`src/rtl/fm_write_back_ctrl.sv`:
```
// Feature-map write-back controller: zeroes the output range, then streams
// conv tiles into RAM as overwrites (first pass) or two-cycle accumulates.
module fm_write_back_ctrl #(
  parameter int DATA_WIDTH       = 16,
  parameter int PARA_X           = 3,
  parameter int PARA_Y           = 3,
  parameter int PARA_KERNEL      = 2,
  parameter int WRITE_ADDR_WIDTH = 16,
  parameter int FM_SIZE_WIDTH    = 8,
  parameter int CH_WIDTH         = 10
) (
  input  logic                                   clk,
  input  logic                                   rst_n,
  input  logic                                   start,
  input  logic [FM_SIZE_WIDTH-1:0]               fm_out_size,
  input  logic [CH_WIDTH-1:0]                    in_channels,
  input  logic                                   tile_valid,
  output logic                                   tile_ready,
  input  logic [PARA_Y*PARA_KERNEL*DATA_WIDTH-1:0] tile_data,
  input  logic                                   write_ready,
  output logic                                   ena_zero_w,
  output logic [WRITE_ADDR_WIDTH-1:0]            zero_start_addr,
  output logic [WRITE_ADDR_WIDTH-1:0]            zero_end_addr,
  output logic                                   ena_para_w,
  output logic                                   ena_add_write,
  output logic [WRITE_ADDR_WIDTH-1:0]            addr_para_write,
  output logic [FM_SIZE_WIDTH-1:0]               fm_size_o,
  output logic [PARA_Y*PARA_KERNEL*DATA_WIDTH-1:0] para_din,
  output logic                                   busy,
  output logic                                   done,
  output logic                                   err_sync
);

  localparam int AW = WRITE_ADDR_WIDTH;

  typedef enum logic [2:0] {
    IDLE, ZERO, WAIT_TILE, WRITE, ADD0, ADD1
  } state_t;

  state_t state, state_n;

  logic [AW-1:0]       size_ext;
  logic [AW-1:0]       tiles_x;
  logic [AW-1:0]       tiles_y;
  logic [AW-1:0]       t_calc;
  logic [AW-1:0]       t_total;
  logic [AW-1:0]       tile_idx;
  logic [CH_WIDTH-1:0] chans;
  logic [CH_WIDTH-1:0] chan_idx;
  logic                chk_pend;
  logic                accept;
  logic                write_end;
  logic                last_tile;
  logic                last_pass;
  logic                done_set;

  assign size_ext  = AW'(fm_out_size);
  assign tiles_x   = (size_ext + AW'(PARA_X - 1)) / AW'(PARA_X);
  assign tiles_y   = (size_ext + AW'(PARA_Y - 1)) / AW'(PARA_Y);
  assign t_calc    = tiles_x * tiles_y;

  assign accept    = (state == WAIT_TILE) && tile_valid;
  assign write_end = (state == WRITE) || (state == ADD1);
  assign last_tile = (tile_idx == t_total - AW'(1));
  assign last_pass = (chan_idx == chans - CH_WIDTH'(1));

  always_comb begin
    state_n = state;
    unique case (state)
      IDLE:      if (start) state_n = ZERO;
      ZERO: begin
        if (t_total == '0 || chans == '0) state_n = IDLE;
        else                              state_n = WAIT_TILE;
      end
      WAIT_TILE: begin
        if (tile_valid)
          state_n = (chan_idx == '0) ? WRITE : ADD0;
      end
      WRITE:     state_n = (last_tile && last_pass) ? IDLE : WAIT_TILE;
      ADD0:      state_n = ADD1;
      ADD1:      state_n = (last_tile && last_pass) ? IDLE : WAIT_TILE;
      default:   state_n = IDLE;
    endcase
  end

  assign done_set        = (state != IDLE) && (state_n == IDLE);
  assign busy            = (state != IDLE);
  assign tile_ready      = (state == WAIT_TILE);
  assign ena_zero_w      = (state == ZERO);
  assign ena_para_w      = (state == WRITE) || (state == ADD0) || (state == ADD1);
  assign ena_add_write   = (state == ADD0) || (state == ADD1);
  assign zero_start_addr = '0;
  assign zero_end_addr   = (state == ZERO)
                         ? AW'(PARA_KERNEL * PARA_Y) * t_total : '0;

  always_ff @(posedge clk) begin
    if (!rst_n) begin
      state           <= IDLE;
      done            <= 1'b0;
      err_sync        <= 1'b0;
      chk_pend        <= 1'b0;
      fm_size_o       <= '0;
      chans           <= '0;
      t_total         <= '0;
      tile_idx        <= '0;
      chan_idx        <= '0;
      para_din        <= '0;
      addr_para_write <= '0;
    end else begin
      state    <= state_n;
      done     <= done_set;
      chk_pend <= (state == ADD1);
      // RAM must have acknowledged the accumulate by the cycle after ADD1
      if (chk_pend && !write_ready) err_sync <= 1'b1;
      if (state == IDLE && start) begin
        fm_size_o <= fm_out_size;
        chans     <= in_channels;
        t_total   <= t_calc;
        tile_idx  <= '0;
        chan_idx  <= '0;
      end
      if (accept) begin
        para_din        <= tile_data;
        addr_para_write <= tile_idx * AW'(PARA_Y);
      end
      if (write_end) begin
        if (last_tile) begin
          tile_idx <= '0;
          chan_idx <= chan_idx + CH_WIDTH'(1);
        end else begin
          tile_idx <= tile_idx + AW'(1);
        end
      end
    end
  end

endmodule

```
`config.mk`:
```
export PLATFORM = sky130hd
export DESIGN_NAME = fm_write_back_ctrl
export DESIGN_NICKNAME = d
export VERILOG_FILES = /design/src/rtl/fm_write_back_ctrl.sv
export SDC_FILE = /design/constraint.sdc
export NUM_CORES = 1
export LEC_CHECK = 0
export CAP_MARGIN = 20
export CORE_ASPECT_RATIO = 0.6
export CORE_MARGIN = 5
export CORE_UTILIZATION = 51
export CTS_CLUSTER_SIZE = 12
export DETAILED_ROUTE_END_ITERATION = 8
export HOLD_SLACK_MARGIN = 0.15
export PLACE_DENSITY = 0.84
export SETUP_SLACK_MARGIN = 0.2
export SYNTH_ARGS = -nofsm -noshare
export SYNTH_HDL_FRONTEND = slang
export SYNTH_SLANG_ARGS = --single-unit
```
`constraint.sdc`:
```
create_clock -name clk -period 12.8 [get_ports clk]
set_input_delay 2.56 -clock clk [delete_from_list [all_inputs] [get_ports clk]]
set_output_delay 2.56 -clock clk [all_outputs]
set_load 0.05 [all_outputs]
```
Word level (Yosys, flattened, before mapping)

Index checks and enable logic that the tools add are counted.

Add/subtract/negate cells: 5
$mul: 3
Divide/modulo/power cells: 1
$lt $le $gt $ge: 0
Eq/ne operators: 7
Shift-type cells: 0
Muxes and demuxes: 13
Bitwise logic cells: 0
Reduce and logical (&&, ||, !) cells: 19

Operators with widths:

| operator                                                             | count |
|---|---|
| 16-bit two-way mux                                                   | 4 |
| 10-bit two-way mux                                                   | 3 |
| 10-bit logical NOT                                                   | 2 |
| 16-bit by 1-bit adder with 16-bit output, second input constant      | 1 |
| 16-bit by 2-bit divider with 16-bit output, second input constant    | 1 |
| 16-bit == test                                                       | 1 |
| 16-bit logical NOT                                                   | 1 |
| 16-bit by 16-bit multiplier with 16-bit output                       | 1 |
| 16-bit by 2-bit multiplier with 16-bit output, second input constant | 1 |
| 2-bit by 16-bit multiplier with 15-bit output, first input constant  | 1 |
| 16-bit by 1-bit subtractor with 16-bit output, second input constant | 1 |
| 3-bit one-hot mux with 5 select lines                                | 1 |
| 10-bit by 1-bit adder with 10-bit output, second input constant      | 1 |
| 10-bit == test                                                       | 1 |
| 10-bit by 1-bit subtractor with 10-bit output, second input constant | 1 |
| 8-bit by 2-bit adder with 9-bit output, second input constant        | 1 |
| 3-bit two-way mux                                                    | 3 |
| 3-bit by 2-bit == test with 1-bit output, second input constant      | 2 |
| 3-bit == test, second input constant                                 | 2 |
| 3-bit logical NOT                                                    | 2 |
| 1-bit logical AND                                                    | 5 |
| 1-bit logical OR                                                     | 5 |
| 2-bit two-way mux                                                    | 2 |
| 3-bit by 1-bit == test with 1-bit output, second input constant      | 1 |
| 4 further kinds                                                      | 4 |

Register bits after elaboration: 178
Bits in latches: 0
Bits in writable memories: 0
ROM bits: 0
Bits of input ports: 119
Output and inout port bits: 159
Memories kept: 0

Depth between registers and ports, before layout

Gate-level depths: netlist of the first run.

Depth in word-level cells: 7
Depth in mapped cells: 43

Least setup slack after synthesis of the first run

No wires, ideal clock.

Path kind: input to register
From: in fm_out_size[1]
To: reg t_total[15]
Library setup time: 133 ps
Arrival time: 10192 ps
Data required time: 12667 ps
Path slack: 2475 ps
Stages: 39
Path buffers: 0
Cells stage by stage: ha_1 or4b_4 a21oi_4 or3_4 o21ai_2 o22ai_2 mux2_4 and3_4 or3_1 o21ai_0 ha_1 inv_1 o21ai_1 o21ai_1 o31ai_4 or2_1 fa_1 fa_1 [... 3 more ...] fa_1 inv_1 ha_1 inv_1 fa_1 inv_1 ha_1 inv_1 a21oi_1 o21ai_0 a21boi_0 o21ai_0 a21boi_0 o21ai_0 nand2b_1 a21o_1 a21oi_1 a21oi_1

Cells in the longest elaborated chain, start to end: 3

Ends and longest elaborated chain:

| what                                           | RTL line | source |
|---|---|---|
| start, declared                                | 15       | `input logic [FM_SIZE_WIDTH-1:0] fm_out_size,` |
| 8-bit by 2-bit adder with 9-bit output         | 58, 59   |  |
| 16-bit by 2-bit divider with 16-bit output     | 58, 59   |  |
| 16-bit by 16-bit multiplier with 16-bit output | 60       | `assign t_calc = tiles_x * tiles_y;` |
| end signal, assigned                           | 118      | `t_total <= t_calc;` |
| end, declared                                  | 46       | `logic [AW-1:0] t_total;` |

Every way passes these cells.
A chain may end at the register's enable or synchronous reset.

Worst setup path in the final report of the first run

From: in fm_out_size[2]
To: reg t_total[15]

Same word-level chain as after synthesis.

==> out/summary.md, run 1 <==
## Synthesis
* **count of state elements after synthesis** 177
* **synthesized cell area** 11710 um2
* **number of library cell types mapped by synthesis** 81
* **post-synthesis sequential area ratio** 30.25%
* **Syn Inst Count** 1542
* **Yosys warnings** 0
* **mean post-synth cell area** 7.596 um2
* **async set-reset flop share out of synthesis** 0%
* **leading register cell type out of synthesis** sky130_fd_sc_hd__dfxtp_1
* **number of enable-type register cells in the synthesized netlist** 0

## Floorplan
* **ports placed on the boundary** 278
* **initial cell density of the core** 52.44%
* **Row Count** 42
* **overall die height** 127.4 um
* **Core Box Area** 22330 um2
* **Die Span X** 205.6 um
* **Die Area** 26200 um2

## Placed design
* **quantity of I/O buffers inserted on ports** 260
* **DPL Wire Length** 26710 um
* **dpl cells** 2046
* **Routability Congestion** 0.8879

## STA
* **endpoints failing hold** 0
* **slew at the pin closest to its max-slew limit** 1011 ps
* **number of slew-limit violations in the final report** 0
* **fraction of the cycle the final worst path needs** 91.73%
* **final count of negative-setup-slack endpoints** 0
* **fmax** 85.17 MHz
* **Max-Slew Margin vs Limit** 32.32%
* **shortest period the worst path allows** 11740 ps
* **final worst clock skew** 10.19 ps
* **setup TNS after final layout** 0 ps
* **setup repair after global routing missed its margin** no

## Clock tree
* **post-CTS setup buffer count** 0
* **number of cells upsized or downsized after cts** 0
* **largest buffer count on any clock path** 2
* **clock-pin slew on the worst setup and hold paths** 70 ps
* **CTS Root Buffer Type** sky130_fd_sc_hd__clkbuf_16
* **Hold Buf Count CTS** 0
* **clock tree from TritonCTS** built
* **H-tree Lvls** 4
* **clock sink total** 177
* **clock buffers created by TritonCTS** 17
* **clock latency at the later pin of the worst-skew pair** 440 ps

## Cells and area
* **area taken by multi-input logic gates** 7313 um2
* **antenna cells** 0
* **Synth-to-Final Area Change** 28.14%
* **fraction of final layout cells sized beyond drive strength 1** 3.955%
* **number of fill cells in the layout** 1845
* **register area** 3543 um2
* **final core occ** 67.20%
* **Non-Filler Instances** 2078
* **post-layout net count** 1999

## Power and ir drop
* **switching part of the total** 42.16%
* **Power Density** 158.6 nW/um2
* **overall power of the completed layout** 2381 uW
* **Leak** 0.005906 uW
* **part of the total power dissipated in combinational logic** 51.0%
* **Cell Int Power** 1377 uW
* **part of the total power dissipated in sequential elements** 26.2%
* **worst voltage drop across the vdd grid** 0.1411 mV
* **power share of the clock group** 22.8%
* **switching power of the nets** 1004 uW

## Worst setup path
* **cell with the largest stage delay on the worst path** sky130_fd_sc_hd__clkdlybuf4s50_1
* **critical path fanouts, max** 16
* **worst path arrival time** 12050 ps
* **nature of the critical path endpoint** flop
* **cell mode on critical path** sky130_fd_sc_hd__inv_1
* **Worst Path Required** 13110 ps
* **largest stage delay on the critical path** 710 ps
* **critical path startpoint category** input port
* **start-to-end type of the worst setup path** input port to flop

## Detailed routing
* **ratio of routed vias to standard cells** 5.448
* **first-pass detailed-route iteration total** 5
* **routed len/inst** 17.02 um
* **count of nets left with antenna violations after detail routing** 0
* **Detailed Route WL** 35370 um
* **initial drt markers** 1011
* **DRC errors left** 0
* **DR vias** 11321

## Global route
* **first-pass GRT wire length** 55820 um
* **aggregate global-route resource usage** 26.24%
* **largest net degree at the start of global routing** 88
* **via count of the first global-routing pass** 10538
* **number of antenna violations at the first check in global routing** 0
* **final global-route overflow total** 0

## Hold path
* **Hold Path Class** flop to flop

## Flow run
* **total of max-cap violations** 0

## Status
* **run status** completed

==> final timing paths <==
kind	slack [ps]	to	cells past startpoint	start
hold / removal	450	addr_para_write[4]	2	addr_para_write[4]
setup / recovery	1060	t_total[15]	40	fm_out_size[2]
hold reg to reg	450	addr_para_write[4]	2	addr_para_write[4]
setup reg to reg	8380	tile_idx[4]	13	t_total[2]
==> metal layers <==
layer / vias up / track usage, % / share of wire [%]
met5: - / 0 / 0
li1: 5569 / - / -
met4: 0 / 7.438 / 2.5
met1: 5288 / 37.51 / 45
met2: 409 / 39.06 / 44
met3: 55 / 7.042 / 8.7
==> critical path, delay by kind of cell <==
| family | cells | cell delay (ps) |
|---|---|---|
| AO/OA/AOI/OAI | 18 | 3500 |
| adder cells (fa/ha/maj) | 9 | 3440 |
| AND/OR/NAND/NOR | 5 | 1440 |
| buffers and inverters | 8 | 1080 |
==> final cells by class <==
type	instances	share of cell area (%)
repair buffers	269	17.79
clock buffers	20	2.976
inverters	133	3.343
flip-flops and latches	177	23.61
well taps	308	2.568
multi-input cells	1159	48.73
clock inverters	12	0.9837
==> cells in the final DEF (no fill, tap or decap), types with 4 or more instances in the layout <==
| cell type | synthesis | final |
|---|---|---|
| sky130_fd_sc_hd__a211oi_1 | 6 | 6 |
| sky130_fd_sc_hd__a21boi_0 | 7 | 7 |
| sky130_fd_sc_hd__a21o_1 | 9 | 9 |
| sky130_fd_sc_hd__a21oi_1 | 210 | 210 |
| sky130_fd_sc_hd__a31oi_1 | 8 | 8 |
| sky130_fd_sc_hd__and2_1 | 11 | 10 |
| sky130_fd_sc_hd__and3_1 | 12 | 12 |
| sky130_fd_sc_hd__and4_1 | 4 | 4 |
| sky130_fd_sc_hd__buf_4 | 17 | 9 |
| sky130_fd_sc_hd__clkbuf_16 | 0 | 17 |
| sky130_fd_sc_hd__clkdlybuf4s50_1 | 0 | 260 |
| sky130_fd_sc_hd__conb_1 | 2 | 22 |
| sky130_fd_sc_hd__dfxtp_1 | 177 | 177 |
| sky130_fd_sc_hd__fa_1 | 28 | 28 |
| sky130_fd_sc_hd__ha_1 | 95 | 95 |
| sky130_fd_sc_hd__inv_1 | 132 | 132 |
| sky130_fd_sc_hd__inv_6 | 0 | 5 |
| sky130_fd_sc_hd__mux2i_1 | 4 | 4 |
| sky130_fd_sc_hd__nand2_1 | 326 | 325 |
| sky130_fd_sc_hd__nand2b_1 | 10 | 10 |
| sky130_fd_sc_hd__nand3_1 | 27 | 27 |
| sky130_fd_sc_hd__nand3b_1 | 7 | 7 |
| sky130_fd_sc_hd__nand4_1 | 11 | 11 |
| sky130_fd_sc_hd__nand4b_1 | 4 | 4 |
| sky130_fd_sc_hd__nor2_1 | 76 | 76 |
| sky130_fd_sc_hd__nor2b_1 | 11 | 11 |
| sky130_fd_sc_hd__nor3_1 | 28 | 28 |
| sky130_fd_sc_hd__nor3b_1 | 7 | 7 |
| sky130_fd_sc_hd__nor4_1 | 8 | 8 |
| sky130_fd_sc_hd__o211ai_1 | 9 | 9 |
| sky130_fd_sc_hd__o21a_1 | 7 | 7 |
| sky130_fd_sc_hd__o21ai_0 | 57 | 57 |
| sky130_fd_sc_hd__o221ai_1 | 6 | 6 |
| sky130_fd_sc_hd__or3_1 | 15 | 15 |
| sky130_fd_sc_hd__xnor2_1 | 49 | 49 |
| sky130_fd_sc_hd__xor2_1 | 20 | 20 |
==> registers in the layout, summed over array words and instances (netlist names) <==
signal / count
para_din: 96
addr_para_write: 16
tile_idx: 16
t_total: 15
chan_idx: 10
chans: 10
fm_size_o: 8
state: 3
chk_pend: 1
done: 1
err_sync: 1
==> synth_stat cells, drive strengths merged, types with 14 or more instances <==
library cell,count,share of area [%]
nand2,326,10
o21ai,61,2.6
dfxtp,177,30
buf,25,1.6
ha,95,10
a21oi,211,9.1
and3,14,0.83
inv,133,4.3
clkbuf,68,2.2
nand3,29,1.3
nor3,30,1.4
xor2,20,1.5
fa,28,4.8
or3,17,0.99
xnor2,49,3.7
nor2,76,2.4
==> cells by family (layout without fill, tap and decap cells) <==
kind of cell | count (synthesis) | after routing | share of synthesized area, %
xor+xnor | 69 | 69 | 5.160
other cells | 2 | 22 | 0.06412
simple gates | 578 | 578 | 22.74
flops | 177 | 177 | 30.25
mux | 5 | 5 | 0.4700
fa+ha+maj | 123 | 123 | 14.93
buf+inv | 226 | 434 | 8.033
compound gates | 362 | 362 | 18.34
==> power groups by stage <==
stage | clock network (uW) | registers [uW] | logic (uW)
after global routing | 572 | 630 | 1370
after detailed placement | 0 | 636 | 1200
after floorplan | 0 | 699 | 843
final | 542 | 624 | 1210
after global placement | 0 | 635 | 1160
after CTS | 548 | 624 | 1210
==> metrics by stage <==
step	cell area (um2)	setup WS [ps]	hold slack, ps
after detailed placement	14410	716.4	443.7
after global routing	15010	376.4	466.0
after global placement	14410	962.7	438.9
after CTS	15010	1157	452.6
final	15010	1059	450.4
after floorplan	11790	2475	433.3
Power figures use the tool's default switching activity.
==> inputs of run 2 (changes only) <==
--- a/config.mk
+++ b/config.mk
@@ -8,12 +8,13 @@
 export CAP_MARGIN = 20
 export CORE_ASPECT_RATIO = 0.6
 export CORE_MARGIN = 5
-export CORE_UTILIZATION = 51
+export CORE_UTILIZATION = 35
 export CTS_CLUSTER_SIZE = 12
 export DETAILED_ROUTE_END_ITERATION = 8
 export HOLD_SLACK_MARGIN = 0.15
-export PLACE_DENSITY = 0.84
+export PLACE_DENSITY = 0.62
 export SETUP_SLACK_MARGIN = 0.2
 export SYNTH_ARGS = -nofsm -noshare
 export SYNTH_HDL_FRONTEND = slang
 export SYNTH_SLANG_ARGS = --single-unit
+export TNS_END_PERCENT = 10
==> out/summary.md, run 2 (same netlist as run 1, synthesis figures left out) <==
## Hold path
* **cell depth of the worst min-delay path** 2
* **HP Start** addr_para_write[4]
* **hold path endpoint** addr_para_write[4]
* **Hold Path Class** flop to flop

## Detailed routing
* **highest routed metal layer** met5
* **routed len/inst** 16.72 um
* **Detailed Route WL** 37140 um
* **DRC errors left** 0
* **first-pass detailed-route iteration total** 4
* **initial drt markers** 734
* **DR vias** 10962
* **met2 wire length** 16240 um
* **M1 WL** 18580 um
* **count of nets left with antenna violations after detail routing** 0
* **ratio of routed vias to standard cells** 4.933
* **routed wire length on met3** 1783 um

## Cells and area
* **number of fill cells in the layout** 3236
* **most common cell after layout, fill and taps aside** sky130_fd_sc_hd__nand2_1
* **most frequent cells in the layout** 325 x sky130_fd_sc_hd__nand2_1, 260 x sky130_fd_sc_hd__clkdlybuf4s50_1, 210 x sky130_fd_sc_hd__a21oi_1
* **post-layout net count** 2001
* **register area** 3543 um2
* **number of flip-flops under the largest register name** 96
* **area taken by multi-input logic gates** 7316 um2
* **largest registers** para_din (96), addr_para_write (16), tile_idx (16)
* **Non-Filler Instances** 2222
* **fraction of final layout cells sized beyond drive strength 1** 4.233%
* **Synth-to-Final Area Change** 30.27%
* **Biggest register** para_din
* **antenna cells** 0

## STA
* **number of slew-limit violations in the final report** 0
* **fraction of the cycle the final worst path needs** 91.75%
* **slew at the pin closest to its max-slew limit** 994.9 ps
* **setup repair after global routing missed its margin** no
* **shortest period the worst path allows** 11740 ps
* **endpoints failing hold** 0
* **setup TNS after final layout** 0 ps
* **fmax** 85.15 MHz
* **final worst clock skew** 14.69 ps
* **final count of negative-setup-slack endpoints** 0
* **Max-Slew Margin vs Limit** 33.67%

## Clock tree
* **CTS Root Buffer Type** sky130_fd_sc_hd__clkbuf_16
* **largest buffer count on any clock path** 2
* **clock tree from TritonCTS** built
* **post-CTS setup buffer count** 0
* **H-tree Lvls** 4
* **clock latency at the later pin of the worst-skew pair** 460 ps
* **clock buffers created by TritonCTS** 17
* **clock sink total** 177
* **clock-pin slew on the worst setup and hold paths** 80 ps

## Floorplan
* **overall die height** 151.7 um
* **Core Box Area** 32740 um2
* **Die Span X** 246.2 um
* **ports placed on the boundary** 278
* **initial cell density of the core** 35.78%
* **Die Area** 37340 um2
* **Row Count** 51

## Worst setup path
* **Critical R2R Capture** tile_idx[12]
* **FF-to-FF path depth** 12
* **Worst Path Required** 13120 ps
* **largest stage delay on the critical path** 720 ps
* **critical path startpoint category** input port
* **worst path arrival time** 12070 ps
* **critical path fanouts, max** 10
* **cell with the largest stage delay on the worst path** sky130_fd_sc_hd__clkdlybuf4s50_1
* **nature of the critical path endpoint** flop
* **internal reg-to-reg setup slack** 8380 ps
* **startpoint of the lowest-slack register-to-register path** t_total[0]
* **start-to-end type of the worst setup path** input port to flop
* **cell mode on critical path** sky130_fd_sc_hd__inv_1

## Placed design
* **Routability Congestion** 0.8714
* **DPL Wire Length** 28180 um
* **dpl cells** 2188
* **quantity of I/O buffers inserted on ports** 260

## Power and ir drop
* **worst voltage drop across the vdd grid** 0.1188 mV
* **overall power of the completed layout** 2395 uW
* **Power Density** 156.9 nW/um2
* **Leak** 0.005933 uW

## Status
* **run status** completed

## Global route
* **via count of the first global-routing pass** 10436
* **final global-route overflow total** 0
* **aggregate global-route resource usage** 19.19%
* **first-pass GRT wire length** 57640 um
* **number of antenna violations at the first check in global routing** 1
* **largest net degree at the start of global routing** 107

## Flow run
* **total of max-cap violations** 0

-- run 2: worst max-delay path by stage --
stage	end	slack, ps	from
after floorplan	t_total[15]	2480	fm_out_size[1]
after global placement	t_total[15]	900	fm_out_size[2]
after detailed placement	t_total[15]	600	fm_out_size[2]
after CTS	t_total[15]	1070	fm_out_size[2]
after global routing	t_total[13]	260	fm_out_size[2]
final	t_total[15]	1060	fm_out_size[2]
-- run 2: worst max-delay path: cells and delay by family --
kind,cells,cell delay (ps)
and+or+nand+nor,5,1490
AOI/OAI and AO/OA,18,3680
adders and majority gates,9,3220
buffers and inverters,8,1100
-- run 2: repair_timing --
item | 4_1_cts | 5_1_grt
endpoints found under the setup margin | 0 | 1
hold buffers | 0 | 0
resized for setup | 0 | 1
-- run 2: stage by stage --
stage | hold WS [ps] | setup WS (ps) | utilization (%) | cell area (um2)
floorplan | 433.3 | 2475 | - | 11790
global placement | 440.7 | 896.9 | 44.57 | 14590
detailed placement | 443.3 | 600.0 | 44.57 | 14590
CTS | 454.3 | 1068 | 46.50 | 15220
global route | 462.9 | 256.0 | 46.61 | 15260
finish | 450.4 | 1056 | 46.61 | 15260
-- run 2: layout make-up --
class                      count  area share, %
sequential                   177          23.22
clock inverter                15          1.337
tap                          450          3.690
clock buffer                  17          2.788
inverter                     133          3.288
multi-input combinational   1159          47.95
timing repair buffer         271          17.73
-- run 2: where the power goes --
group / internal (uW) / total (uW) / switching, uW
logic: 492 / 1220 / 726
clock network: 270 / 553 / 283
registers: 589 / 623 / 34.6
total: 1350 / 2390 / 1040
-- run 2: layer usage --
metal	vias to the layer above	track usage [%]
li1	5572	-
met1	5128	28.23
met2	227	28.77
met3	33	4.646
met4	2	3.707
met5	-	0
==> inputs of run 3 (changes only) <==
--- a/config.mk
+++ b/config.mk
@@ -13,6 +13,7 @@
 export DETAILED_ROUTE_END_ITERATION = 8
 export HOLD_SLACK_MARGIN = 0.15
 export PLACE_DENSITY = 0.62
+export RECOVER_POWER = 50
 export SETUP_SLACK_MARGIN = 0.2
 export SYNTH_ARGS = -nofsm -noshare
 export SYNTH_HDL_FRONTEND = slang
==> out/summary.md, run 3 (same netlist as run 1, synthesis figures left out) <==
## Clock tree
* **clock buffers created by TritonCTS** 17
* **CTS Root Buffer Type** sky130_fd_sc_hd__clkbuf_16
* **clock tree from TritonCTS** built
* **clock-pin slew on the worst setup and hold paths** 70 ps
* **largest buffer count on any clock path** 2
* **H-tree Lvls** 4
* **clock latency at the later pin of the worst-skew pair** 460 ps
* **clock sink total** 177

## Worst setup path
* **nature of the critical path endpoint** flop
* **cell with the largest stage delay on the worst path** sky130_fd_sc_hd__clkdlybuf4s50_1
* **internal reg-to-reg setup slack** 8330 ps
* **largest stage delay on the critical path** 720 ps
* **top cell family by delay on the critical path** compound AO/OA/AOI/OAI gates
* **critical path fanouts, max** 10
* **Worst Path Required** 13090 ps
* **critical path startpoint category** input port
* **cell mode on critical path** sky130_fd_sc_hd__inv_1
* **start-to-end type of the worst setup path** input port to flop
* **crit path buf inv count** 8
* **worst path arrival time** 12060 ps

## Cells and area
* **design area** 15250 um2
* **antenna cells** 0
* **number of flip-flops under the largest register name** 96
* **most frequent cells in the layout** 325 x sky130_fd_sc_hd__nand2_1, 210 x sky130_fd_sc_hd__a21oi_1, 177 x sky130_fd_sc_hd__dfxtp_1
* **fraction of final layout cells sized beyond drive strength 1** 4.176%
* **largest registers** para_din (96), addr_para_write (16), tile_idx (16)
* **Synth-to-Final Area Change** 30.23%
* **most common cell after layout, fill and taps aside** sky130_fd_sc_hd__nand2_1
* **post-layout net count** 2001
* **Biggest register** para_din

## Status
* **run status** complete, but fails checks
* **violations in the final reports** max-capacitance violations, max-slew violations

## Detailed routing
* **routed len/inst** 16.70 um
* **DRC errors left** 0
* **count of nets left with antenna violations after detail routing** 0
* **met2 wire length** 16140 um
* **initial drt markers** 735
* **M1 WL** 18480 um
* **Detailed Route WL** 37110 um
* **DR vias** 10938
* **highest routed metal layer** met5
* **ratio of routed vias to standard cells** 4.923
* **first-pass detailed-route iteration total** 5
* **routed wire length on met3** 1916 um

## Floorplan
* **Die Area** 37340 um2
* **overall die height** 151.7 um
* **ports placed on the boundary** 278
* **Die Span X** 246.2 um
* **Row Count** 51
* **initial cell density of the core** 35.78%
* **Core Box Area** 32740 um2

## Placed design
* **quantity of I/O buffers inserted on ports** 260
* **DP Area** 14590 um2
* **Routability Congestion** 0.8714
* **DPL Wire Length** 28180 um

## STA
* **fmax** 84.97 MHz
* **setup repair after global routing missed its margin** no
* **slew at the pin closest to its max-slew limit** 3407 ps
* **shortest period the worst path allows** 11770 ps
* **fraction of the cycle the final worst path needs** 91.95%
* **setup TNS after final layout** 0 ps
* **final worst clock skew** 10.87 ps
* **final count of negative-setup-slack endpoints** 0
* **endpoints failing hold** 0
* **number of slew-limit violations in the final report** 126
* **Max-Slew Margin vs Limit** -128.4%

## Global route
* **first-pass GRT wire length** 57640 um
* **final global-route overflow total** 0
* **via count of the first global-routing pass** 10436
* **aggregate global-route resource usage** 19.19%
* **number of antenna violations at the first check in global routing** 1
* **largest net degree at the start of global routing** 107

## Power and ir drop
* **Leak** 0.006322 uW
* **worst voltage drop across the vdd grid** 0.1186 mV
* **Power Density** 156.4 nW/um2

## Hold path
* **Hold Path Class** flop to flop

## Flow run
* **total of max-cap violations** 2

## run 3: final cells by class
class	count	area, um2
Multi-Input combinational cell	1159	7316
Fill cell	3237	17480
Clock inverter	15	203.9
Clock buffer	17	425.4
Inverter	133	500.5
Tap cell	450	563.0
Timing Repair Buffer	271	2701
Sequential cell	177	3543
## run 3: stage by stage
step                hold WS [ps]  worst slack, ps  power (uW)  instances  utilization [%]
CTS                        454.3             1068        2419       2220            46.50
global route               460.0            172.6        2596       2222            46.60
finish                     448.0             1031        2385       2222            46.60
detailed placement         443.3            600.0        1849       2188            44.57
floorplan                  433.3             2475        1543       1562                -
global placement           440.7            896.9        1824       2188            44.57
## run 3: per-layer routing
metal,GRT usage [%],vias to the layer above
met4,3.707,2
met3,4.646,35
met2,28.77,237
met5,0,-
met1,28.23,5088
li1,-,5576
## run 3: final timing paths
check | startpoint | to | cells after the start
min reg2reg | addr_para_write[4] | addr_para_write[4] | 2
min | addr_para_write[4] | addr_para_write[4] | 2
max | fm_out_size[2] | t_total[13] | 40
max reg2reg | t_total[0] | tile_idx[12] | 12
## run 3: worst min-delay path: cells and delay by family (launching register included)
| family | cells | cell delay (ps) |
|---|---|---|
| AO/OA/AOI/OAI | 1 | 50 |
| AND/OR/NAND/NOR | 1 | 50 |
| flip-flops | 1 | 310 |
## run 3: timing repair
item                       in CTS  in global routing
buffers inserted                0                  0
setup endpoints to repair       0                  1
gates resized for setup         0                  1
hold buffers                    0                  0
## run 3: power by group
part | internal [uW] | switching, uW
registers | 589 | 33.6
clock network | 270 | 282
logic | 485 | 726
